`src/rtl/pipelined_adder.sv`:
```
// Segmented ripple adder: STAGES register slices, each adding one SEG-bit slice
// with the carry from the slice before, under a single stall-everything enable.
`timescale 1ns/1ps

module pipelined_adder_seg #(
  parameter int WIDTH = 16,
  parameter int SEG   = 4,
  parameter int K     = 0
) (
  input  logic             clk,
  input  logic             rst,
  input  logic             en,
  input  logic             p_vld,
  input  logic [WIDTH-1:0] p_a,
  input  logic [WIDTH-1:0] p_b,
  input  logic [WIDTH-1:0] p_sum,
  input  logic             p_c,
  input  logic             p_ma,
  input  logic             p_mb,
  output logic             q_vld,
  output logic [WIDTH-1:0] q_a,
  output logic [WIDTH-1:0] q_b,
  output logic [WIDTH-1:0] q_sum,
  output logic             q_c,
  output logic             q_ma,
  output logic             q_mb
);
  localparam int HI = (K + 1) * SEG;

  logic [SEG:0]       seg_sum;
  logic [WIDTH-1:0]   seg_pos;
  logic [WIDTH-1:0]   up_mask;

  // Slices below HI are consumed here, so only the upper operand bits travel on.
  always_comb begin
    seg_sum = {1'b0, p_a[K*SEG +: SEG]} + {1'b0, p_b[K*SEG +: SEG]} + {{SEG{1'b0}}, p_c};
    seg_pos = '0;
    seg_pos[K*SEG +: SEG] = seg_sum[SEG-1:0];
    for (int i = 0; i < WIDTH; i++) up_mask[i] = (i >= HI);
  end

  // Upstream only ever fills slices below K, so OR-ing in this slice is exact.
  always_ff @(posedge clk) begin
    if (rst) begin
      q_vld <= 1'b0;
      q_a   <= '0;
      q_b   <= '0;
      q_sum <= '0;
      q_c   <= 1'b0;
      q_ma  <= 1'b0;
      q_mb  <= 1'b0;
    end else if (en) begin
      q_vld <= p_vld;
      q_a   <= p_a & up_mask;
      q_b   <= p_b & up_mask;
      q_sum <= p_sum | seg_pos;
      q_c   <= seg_sum[SEG];
      q_ma  <= p_ma;
      q_mb  <= p_mb;
    end
  end
endmodule

module pipelined_adder #(
  parameter int WIDTH  = 16,
  parameter int STAGES = 4
) (
  input  logic             clk,
  input  logic             rst,
  input  logic             in_valid,
  output logic             in_ready,
  input  logic [WIDTH-1:0] a,
  input  logic [WIDTH-1:0] b,
  input  logic             cin,
  output logic             out_valid,
  input  logic             out_ready,
  output logic [WIDTH-1:0] sum,
  output logic             cout,
  output logic             ovf
);
  localparam int SEG = WIDTH / STAGES;

  logic                         en;
  logic [STAGES:0]              vld_pipe;
  logic [STAGES:0][WIDTH-1:0]   a_pipe;
  logic [STAGES:0][WIDTH-1:0]   b_pipe;
  logic [STAGES:0][WIDTH-1:0]   sum_pipe;
  logic [STAGES:0]              c_pipe;
  logic [STAGES:0]              ma_pipe;
  logic [STAGES:0]              mb_pipe;
  logic                         unused_skew;

  assign en       = !out_valid || out_ready;
  assign in_ready = en;

  // Bubbles enter as all-zero data so nothing from an idle bus is ever captured.
  assign vld_pipe[0] = in_valid;
  assign a_pipe[0]   = in_valid ? a : '0;
  assign b_pipe[0]   = in_valid ? b : '0;
  assign sum_pipe[0] = '0;
  assign c_pipe[0]   = in_valid & cin;
  assign ma_pipe[0]  = a_pipe[0][WIDTH-1];
  assign mb_pipe[0]  = b_pipe[0][WIDTH-1];

  for (genvar k = 0; k < STAGES; k++) begin : g_stage
    pipelined_adder_seg #(.WIDTH(WIDTH), .SEG(SEG), .K(k)) u_seg (
      .clk   (clk),
      .rst   (rst),
      .en    (en),
      .p_vld (vld_pipe[k]),
      .p_a   (a_pipe[k]),
      .p_b   (b_pipe[k]),
      .p_sum (sum_pipe[k]),
      .p_c   (c_pipe[k]),
      .p_ma  (ma_pipe[k]),
      .p_mb  (mb_pipe[k]),
      .q_vld (vld_pipe[k+1]),
      .q_a   (a_pipe[k+1]),
      .q_b   (b_pipe[k+1]),
      .q_sum (sum_pipe[k+1]),
      .q_c   (c_pipe[k+1]),
      .q_ma  (ma_pipe[k+1]),
      .q_mb  (mb_pipe[k+1])
    );
  end

  // The last slice's operand copy is always zero; nothing downstream needs it.
  assign unused_skew = ^{a_pipe[STAGES], b_pipe[STAGES]};

  assign out_valid = vld_pipe[STAGES];
  assign sum       = sum_pipe[STAGES];
  assign cout      = c_pipe[STAGES];
  assign ovf       = (ma_pipe[STAGES] == mb_pipe[STAGES]) && (sum[WIDTH-1] != ma_pipe[STAGES]);
endmodule

```
`config.mk`:
```
export PLATFORM = sky130hd
export DESIGN_NAME = pipelined_adder
export DESIGN_NICKNAME = d
export VERILOG_FILES = /design/src/rtl/pipelined_adder.sv
export SDC_FILE = /design/constraint.sdc
export NUM_CORES = 1
export LEC_CHECK = 0
export CORE_ASPECT_RATIO = 0.9
export CORE_MARGIN = 1.5
export CORE_UTILIZATION = 46
export CTS_CLUSTER_SIZE = 10
export DETAILED_ROUTE_END_ITERATION = 7
export GPL_ROUTABILITY_DRIVEN = 0
export PLACE_DENSITY = 0.72
export REMOVE_ABC_BUFFERS = 1
export SLEW_MARGIN = 25
export SYNTH_ARGS = -nofsm -noshare
export SYNTH_HDL_FRONTEND = slang
export SYNTH_SLANG_ARGS = --single-unit
export TNS_END_PERCENT = 50
```
`constraint.sdc`:
```
create_clock -name clk -period 1.98 [get_ports clk]
set_input_delay 0.396 -clock clk [delete_from_list [all_inputs] [get_ports clk]]
set_output_delay 0.396 -clock clk [all_outputs]
set_load 0.02 [all_outputs]
```
==> metrics.md <==
| Metric | Value |
|---|---|
| Final min period | 1.843 ns |
| Cts hold-fix bufs | 0 |
| Global-route wire length before repair | 13340 um |
| Drt wl/cell | 11.84 um |
| Main combinational cell family by area after synthesis | simple AND/OR/NAND/NOR gates |
| Mux cell area share after synthesis | 0% |
| RSZ-0062 raised after global routing | no |
| Worst Hold Endpoint | g_stage[3].u_seg.q_sum[0] |
| Critical R2R Launch | g_stage[0].u_seg.q_a[4] |
| Slew @ Worst Pin | 0.4648 ns |
| Via count | 3257 |
| Fin. max-slew vios | 0 |
| Tot GR Track Use | 17.63% |
| Worst reg2reg path depth | 5 |
| Final hold violation count | 0 |
| Post-synthesis adder-cell area fraction | 7.596% |
| Seq/Total Area, Yosys | 48.02% |
| FMAX | 0.5427 GHz |
| FP Rows | 32 |
| Core ar. | 8608 um^2 |
| Synth Area in Compound Gates | 15.87% |
| Fin crit share | 93.06% |
| IO Port Bufs | 56 |
| Worst setup EP type | register |
| FF-to-FF setup slack | 0.14 ns |
| Die Y | 92.40 um |
| Critical path origin | g_stage[0].u_seg.q_a[4] |
| Critical Path RT | 2.22 ns |
| Final setup violating endpoints | 0 |
| Setup TNS | 0 ns |
| Synth Flop Type | dfxtp_1 |
| Grt ovf | 0 |
| DR DRC count | 0 |
| Max_cap viols | 0 |
| Final core utilization | 57.66% |
| Synth warn | 0 |
| Number of flops mapped to enable cells by yosys | 0 |
| Top fanout value on the critical path | 2 |
| Hold depth | 2 |
| Synth unique cells | 29 |
| Max incr delay on CP | 0.46 ns |
| CTS tree | done |
| LEAKAGE | 1.882 nW |
| Power Dens Cells | 741.1 nW/um^2 |
| Layout area overhead | 21.50% |
| Worst slew margin | 69.01% |
| HP Start | g_stage[3].u_seg.q_sum[0] |
| DR iter-0 viols | 106 |
| Worst-path clk slew | 0.09 ns |
| Detailed-router iteration count before antenna repair | 4 |
| Final Net Count | 596 |
| Critical Path AT | 2.08 ns |
| FF-to-FF End | g_stage[1].u_seg.q_c |
| Maximum clock path buffer count | 2 |
| Final wirelength | 7850 um |
| Post-Layout Cell Count | 663 |
| Number of I/O pins | 57 |
| Number of antenna violations at the first check in global routing | 0 |
| Async SR Flop Fraction | 0% |
| Number of CTS-inserted buffers | 9 |
| Layout cell share with drive strength beyond 1 | 7.169% |
| Vias in the first global route | 3040 |
| Fraction of the mapped netlist area in simple logic gates | 21.93% |
| Syn avg cell area | 8.303 um^2 |
| Post-Synth XOR/XNOR Area | 0.8576% |
| Crit path top cell by count | fa_1 |
| Die area | 9456 um^2 |
| Placed cell count | 647 |
| Number of synthesized register bits | 98 |
| DRT antenna net count | 0 |
| Root Buffer | clkbuf_8 |
| Outcome | finished clean |
| Mapped Cells | 492 |
| Skew final | 0.009629 ns |
| Maximum VDD drop | 478.4 uV |
| Startpoint Class | register |
| Worst setup path class | register to register |
| Largest net degree at the start of global routing | 73 |
| HP Class | register to register |
| Die X | 102.3 um |
| DR vias/cell | 4.913 |
| Clk sinks | 98 |
| # diodes | 0 |
| Worst-Skew Late Latency | 0.35 ns |
| H-Tree Depth | 3 |
| Final HPWL DP | 5200 um |
| Slowest CP cell | fa_1 |
| Mapped Area | 4085 um^2 |
| Critical path, cell by cell | fa_1 > fa_1 > a21o_1 > a211oi_2 > a211oi_1 |
| Initial Util | 47.46% |
==> where the power goes <==
part	internal, mW	switching [mW]	total [mW]
registers	2.04	0.0396	2.08
clock network	0.587	0.671	1.26
logic	0.175	0.162	0.336
==> stage by stage <==
stage	instance area (um^2)	total power, mW	hold slack [ns]	worst slack (ns)
CTS	4954	3.720	0.4579	0.009936
floorplan	3895	2.281	0.4258	-0.7116
finish	4964	3.679	0.4519	0.1373
global route	4964	3.833	0.4667	0.03634
detailed placement	4760	2.470	0.4440	-0.3651
global placement	4760	2.458	0.4376	-0.2887
==> cell families (layout without fill, tap and decap cells) <==
family	after synthesis	count (layout)
simple gates	211	211
xor+xnor	4	4
fa+ha+maj	20	20
compound gates	112	112
buf+inv	47	99
flops	98	98
==> worst max path at each step <==
stage	endpoint	slack (ns)	depth (start not counted)
3_3_place_gp	g_stage[0].u_seg.q_sum[1]	-0.29	6
4_1_cts	g_stage[0].u_seg.q_sum[3]	0.01	6
5_1_grt	g_stage[1].u_seg.q_c	0.04	5
2_1_floorplan	g_stage[2].u_seg.q_sum[11]	-0.71	4
6_report	g_stage[1].u_seg.q_c	0.14	5
3_5_place_dp	g_stage[0].u_seg.q_sum[1]	-0.37	6
==> synth_stat cells, types with 3 or more instances <==
master,number,area (um^2)
a21oi_1,88,440.4
nor2_1,13,48.80
xnor2_1,4,35.03
nand3b_1,6,45.04
nand3_1,26,130.1
dfxtp_1,98,1962
clkbuf_1,11,41.29
o21ai_0,3,15.01
nor2b_1,3,18.77
and2_1,7,43.79
buf_2,20,100.1
fa_1,8,160.2
a211oi_1,8,60.06
inv_1,10,37.54
buf_6,4,45.04
nand2_1,149,559.3
a2111o_1,4,45.04
ha_1,12,150.1
a21o_1,4,30.03
==> flip-flops by register name, summed over array words and instances (netlist names) <==
signal / cells
g_stage.u_seg.q_ma: 4
g_stage.u_seg.q_vld: 4
g_stage.u_seg.q_sum: 40
g_stage.u_seg.q_c: 4
g_stage.u_seg.q_a: 21
g_stage.u_seg.q_mb: 4
g_stage.u_seg.q_b: 21
==> cell type report <==
cell class              count  area (um^2)
flip-flops and latches     98         1962
multi-input cells         347         1894
well taps                 119        148.9
clock buffers              10        127.6
clock inverters             6        67.56
inverters                  11        43.79
repair buffers             72        719.4
fillers                   817         3645
==> worst max-delay path: cells and delay by family, from the launching register on <==
kind / cells / cell delay, ns
AOI/OAI and AO/OA: 3 / 0.53
DFF: 1 / 0.34
adders and majority gates: 2 / 0.86
==> cells in the final DEF, fill, tap and decap left out <==
master,instances
dfxtp_1,98
nand2b_1,2
ha_1,12
xnor2_1,4
nand4_1,1
o21ai_0,3
clkinv_2,1
a21o_1,4
dlymetal6s2s_1,2
or3_1,2
inv_1,10
nand3b_1,6
nand2_1,149
nor2_1,13
nand3_1,26
nor2b_1,3
buf_12,3
a21oi_1,88
bufinv_16,1
fa_1,8
and2_1,7
clkinv_4,2
buf_4,14
o211ai_1,1
clkinvlp_4,2
clkbuf_8,9
a211oi_1,7
inv_4,1
nor3_1,1
a211oi_2,3
clkdlybuf4s50_1,52
dlygate4sd2_1,1
o211ai_2,2
a2111o_1,4
clkbuf_1,1
nor2b_4,1
==> metal layers <==
metal	part of all wire, %	GRT usage, %
met1	47	22.25
met2	49	30.19
met3	3.1	4.151
met4	0.90	4.452
met5	0	0
==> timing repair <==
item,CTS,global route
resized for setup,1,3
endpoints found under the hold margin,0,0
setup buffers,0,0
gates cloned,0,0
endpoints found under the setup margin,1,6
Power figures use the tool's default switching activity.
==> RTL change 1: new RTL, same settings <==
`STAGES`: 4 -> 5.
--- a/src/rtl/pipelined_adder.sv
+++ b/src/rtl/pipelined_adder.sv
@@ -63,7 +63,7 @@
 
 module pipelined_adder #(
   parameter int WIDTH  = 16,
-  parameter int STAGES = 4
+  parameter int STAGES = 5
 ) (
   input  logic             clk,
   input  logic             rst,
Check against the original RTL: not equivalent (a bounded check fails within 10 cycles, from zero or initial values and one cycle with rst high).
==> RTL change 1 against the unedited design <==
Setup slack improved by 0.0059 ns. Area after synthesis increased by 20%. Utilization increased by 1.7 points. Register-to-register slack improved by 0.14 ns. Routed wire length increased by 18%. Clock skew decreased by 0.0029 ns. Total power increased by 64%. Combinational power decreased by 10%. Sequential cell count increased by 27. Design area increased by 23%. Sequential power increased by 26%. Non-clock buffer count decreased by 8. Largest cell class unchanged.
==> RTL change 1: results (changes against the unedited design) <==
final worst slack 0.1433 ns (+0.005937 ns); Synth warnings 0 (unchanged); First DRT Iteration DRCs 180 (+70%); hold depth 2 (unchanged); maximum vdd drop 0.6579 mV (+38%); largest net degree at the start of global routing 126 (+73%); Max clock buf depth 2 (unchanged); PortBufs 55 (-1.8%); detailed placer's ending HPWL 5571 um (+7.1%); # resized after CTS 1 (unchanged); final net count 691 (+16%); first-pass GRT wire length 15900 um (+19%); Crit Path Max Fanout 2 (unchanged); TritonRoute pass-1 iters 4 (unchanged); Ant. Diodes 0 (unchanged); CTS HTree Levels 4 (+1); Arr. time, crit path 1.44 ns (-0.64 ns); Total GRT Usage 17.26% (-0.37 points); R2R Setup Slk 0.28 ns (+0.14 ns); initial antenna violation count 0 (unchanged); number of setup buffers added after CTS 0 (unchanged); clock root buffer clkbuf_16; Fin Clk Skew 0.006778 ns (-0.002851 ns); worst-margin pin slew 0.5515 ns (+0.08666 ns); Final Setup Violations 0 (unchanged); sequential share of the synthesized area 51.12% (+3.1 points); routed vias 3838 (+18%); status completed; post-synth cell types 23 (-21%); reg2reg start g_stage[0].u_seg.q_a[3]; Primary FF master, synth dfxtp_1; Hold Crit Class reg -> reg; clock latency on the worst-skew pair 0.40 ns (+0.05 ns); post-DR wirelength/cell 11.94 um (+0.83%); CP endpoint ovf; Post-synth ARST share 0% (unchanged); fraction of layout cells with a size suffix above 1 7.585% (+0.42 points); pre-CTS WS -0.3595 ns (+0.005613 ns); vias in the first global route 3679 (+21%); ranking of synthesized cells by area dfxtp_1 51%, nand2_1 15%, a21oi_1 12%; Pleak 2.246 nW (+19%); biggest regs g_stage.u_seg.q_sum x45, g_stage.u_seg.q_a x30, g_stage.u_seg.q_b x30; CTS clk-pin slew, worst paths 0.06 ns (-0.03 ns); top post-synthesis cells by count 202 x nand2_1, 125 x dfxtp_1, 113 x a21oi_1; reg2reg path depth 6 (+1); CTS Buf Count 17 (+8); worst r2r dst g_stage[1].u_seg.q_sum[5]; Critical Path Start g_stage[4].u_seg.q_ma
RTL change 1: cell count changes after synthesis, moves of 5 or more:
cell / before / now
nand3b_1: 6 / 0
buf_4: 0 / 5
inv_1: 10 / 17
a21oi_1: 88 / 113
nand2_1: 149 / 202
dfxtp_1: 98 / 125
RTL change 1: cell type report:
cell class | instances | area (um^2)
clock buffer | 18 | 439.2
tap | 129 | 161.4
inverter | 18 | 70.07
fill | 884 | 4180
timing repair buffer | 64 | 666.9
sequential | 125 | 2502
multi-input combinational | 408 | 2103
clock inverter | 13 | 167.7
RTL change 1: report_power, final:
group / switching (W) / internal (W) / leakage [nW]
clock: 0.00110 / 0.00201 / 0.292
combinational: 0.000150 / 0.000151 / 0.937
sequential: 0.0000389 / 0.00259 / 1.02
total: 0.00129 / 0.00476 / 2.25
RTL change 1: critical path, stage by stage (launching register included):
cell and delay [ns]:
dfxtp_1 0.33, and2_1 0.12, clkdlybuf4s50_1 0.59
RTL change 1: stage by stage:
stage | TNS (ns) | hold WS, ns | utilization (%) | area, um^2 | instances
floorplan | -183.81 | 0.4212 | - | 4673 | 551
global placement | -0.8872 | 0.4353 | 53.47 | 5503 | 744
detailed placement | -1.083 | 0.4431 | 53.47 | 5503 | 744
CTS | 0 | 0.4511 | 59.36 | 6108 | 775
global route | 0 | 0.4669 | 59.38 | 6111 | 775
finish | 0 | 0.4489 | 59.38 | 6111 | 775
RTL change 1: per-layer routing:
metal	GRT usage, %	up-vias	share of wire (%)
li1	-	2002	-
met1	21.04	1761	46
met2	30.16	67	50
met3	4.690	8	3.2
met4	4.966	0	1.0
met5	0	-	0
RTL change 1: worst min-delay path by stage:
| stage | startpoint | to |
|---|---|---|
| after floorplan | g_stage[4].u_seg.q_ma | g_stage[4].u_seg.q_ma |
| after global placement | g_stage[4].u_seg.q_mb | g_stage[4].u_seg.q_mb |
| after detailed placement | g_stage[4].u_seg.q_mb | g_stage[4].u_seg.q_mb |
| after CTS | g_stage[4].u_seg.q_mb | g_stage[4].u_seg.q_mb |
| after global routing | g_stage[1].u_seg.q_b[13] | g_stage[2].u_seg.q_b[13] |
| final | g_stage[1].u_seg.q_a[12] | g_stage[1].u_seg.q_a[12] |
RTL change 1: logic make-up after synthesis:
logic type,share of synthesized area (%)
compound gates,14.72
fa+ha+maj,6.646
xor+xnor,0.8946
flops,51.12
simple gates,20.63
buf+inv,5.905
other cells,0.07661
==> RTL change 2: new RTL, config.mk and constraints unchanged <==
Made on the original files. Register the output `ovf`, without a reset; this adds one clock of latency there. The other outputs are not delayed to match.
--- a/src/rtl/pipelined_adder.sv
+++ b/src/rtl/pipelined_adder.sv
@@ -130,6 +130,8 @@
   assign out_valid = vld_pipe[STAGES];
   assign sum       = sum_pipe[STAGES];
   assign cout      = c_pipe[STAGES];
-  assign ovf       = (ma_pipe[STAGES] == mb_pipe[STAGES]) && (sum[WIDTH-1] != ma_pipe[STAGES]);
+  always_ff @(posedge clk) begin
+      ovf <= (ma_pipe[STAGES] == mb_pipe[STAGES]) && (sum[WIDTH-1] != ma_pipe[STAGES]);
+  end
 endmodule
 
Check against the original RTL: not equivalent (Yosys sat finds a counterexample within 10 cycles, from zero or initial values and one cycle with rst high).
==> RTL change 2 against the unedited design <==
Non-clock buffer count increased by 1. First-iteration DRC count up 39%. Routed wire length increased by 1.5%. Via count rose by 2.6%. Design area grew 0.25%. Total power rose by 1.7%. Sequential cell count up 1. Synthesized cell count increased by 0.20%. Clock power is 3% higher. Critical path depth is the same. Setup slack lost 0.025 ns. Area after synthesis is 0.49% higher. Largest cell class unchanged.
==> RTL change 2: results (changes against the unedited design) <==
status completed; Top Metal Used met4; First DRT Iteration DRCs 147 (+39%); Pwr per Cell Area 752.1 nW/um^2 (+1.5%); Layout fillers 789 (-3.4%); Hold Crit Endpoint g_stage[3].u_seg.q_sum[12]; Biggest register g_stage.u_seg.q_sum; Synth warnings 0 (unchanged); post-DR wirelength/cell 11.98 um (+1.2%); Sw Ratio 24.25% (+0.53 points); fraction of layout cells with a size suffix above 1 7.326% (+0.16 points); reg2reg path depth 5 (unchanged); met3 WL post-DR 287 um (+19%); Rel. slew slack 69.11% (+0.096 points); maximum vdd drop 0.4523 mV (-5.5%); Peak Freq 535.5 MHz (-1.3%); ranking of synthesized cells by area dfxtp_1 48%, nand2_1 14%, a21oi_1 11%; Syn Area/Cell 8.327 um^2 (+0.29%); count of final hold-check violations 0 (unchanged); min-delay src g_stage[3].u_seg.q_sum[12]; TritonRoute pass-1 iters 4 (unchanged); metal2 WL 3880 um (+1.6%); met3 Use GR 4.302% (+0.15 points); R2R Setup Slk 0.11 ns (-0.02 ns); WHS 0.4532 ns (+0.001333 ns); clock root buffer clkbuf_8; detailed placer's ending HPWL 5362 um (+3.1%); Hold Crit Class reg -> reg; vias in the first global route 3148 (+3.6%); Fin Clk Skew 0.01350 ns (+0.003873 ns); final net count 598 (+0.34%); met2 Use GR 30.41% (+0.22 points); post-synth cell types 29 (unchanged); Met1 Routed Length 3691 um (-0.67%); top post-synthesis cells by count 149 x nand2_1, 99 x dfxtp_1, 88 x a21oi_1; Ant. Diodes 0 (unchanged); first-pass GRT wire length 13580 um (+1.8%); sequential share of the synthesized area 48.28% (+0.25 points); CTS Buf Count 9 (unchanged); CP endpoint g_stage[1].u_seg.q_c; Total GRT Usage 17.94% (+0.30 points); grt met1 use 22.28% (+0.026 points); WL final 7968 um (+1.5%); clock latency on the worst-skew pair 0.36 ns; largest net degree at the start of global routing 60 (-18%); pre-CTS WS -0.4061 ns (-0.04100 ns); Critical Path Start g_stage[0].u_seg.q_a[4]; PortBufs 56 (unchanged); Area after DPL 4775 um^2 (+0.32%); register share of total power 56.3% (-0.4 points); routed vias 3341 (+2.6%); Pleak 1.865 nW (-0.89%); Gate power share 9.0%; # resized after CTS 2 (+1); Placed Cells 649 (+0.31%); Primary FF master, synth dfxtp_1; Arr. time, crit path 2.10 ns (+0.02 ns)
[RTL change 2: kinds of logic (layout without fill, tap and decap cells)]
family | after synthesis | count (layout) | synth area share (%)
compound gates | 112 | 112 | 15.79
buf+inv | 47 | 100 | 5.700
flops | 99 | 99 | 48.28
xor+xnor | 4 | 4 | 0.8533
simple gates | 211 | 211 | 21.82
fa+ha+maj | 20 | 20 | 7.558
[RTL change 2: cell type report]
class / count / area (um^2) / area share [%]
flip-flops and latches: 99 / 1982 / 39.83
multi-input cells: 347 / 1894 / 38.07
clock buffers: 10 / 127.6 / 2.565
well taps: 119 / 148.9 / 2.992
clock inverters: 6 / 71.32 / 1.433
inverters: 11 / 43.79 / 0.8801
repair buffers: 73 / 708.2 / 14.23
[RTL change 2: worst max-delay path, cell delays in order, from the launching register on]
cell and delay, ns:
dfxtp_1 0.34, fa_1 0.46, fa_1 0.41, a21o_1 0.21, a211oi_2 0.25, a211oi_1 0.07
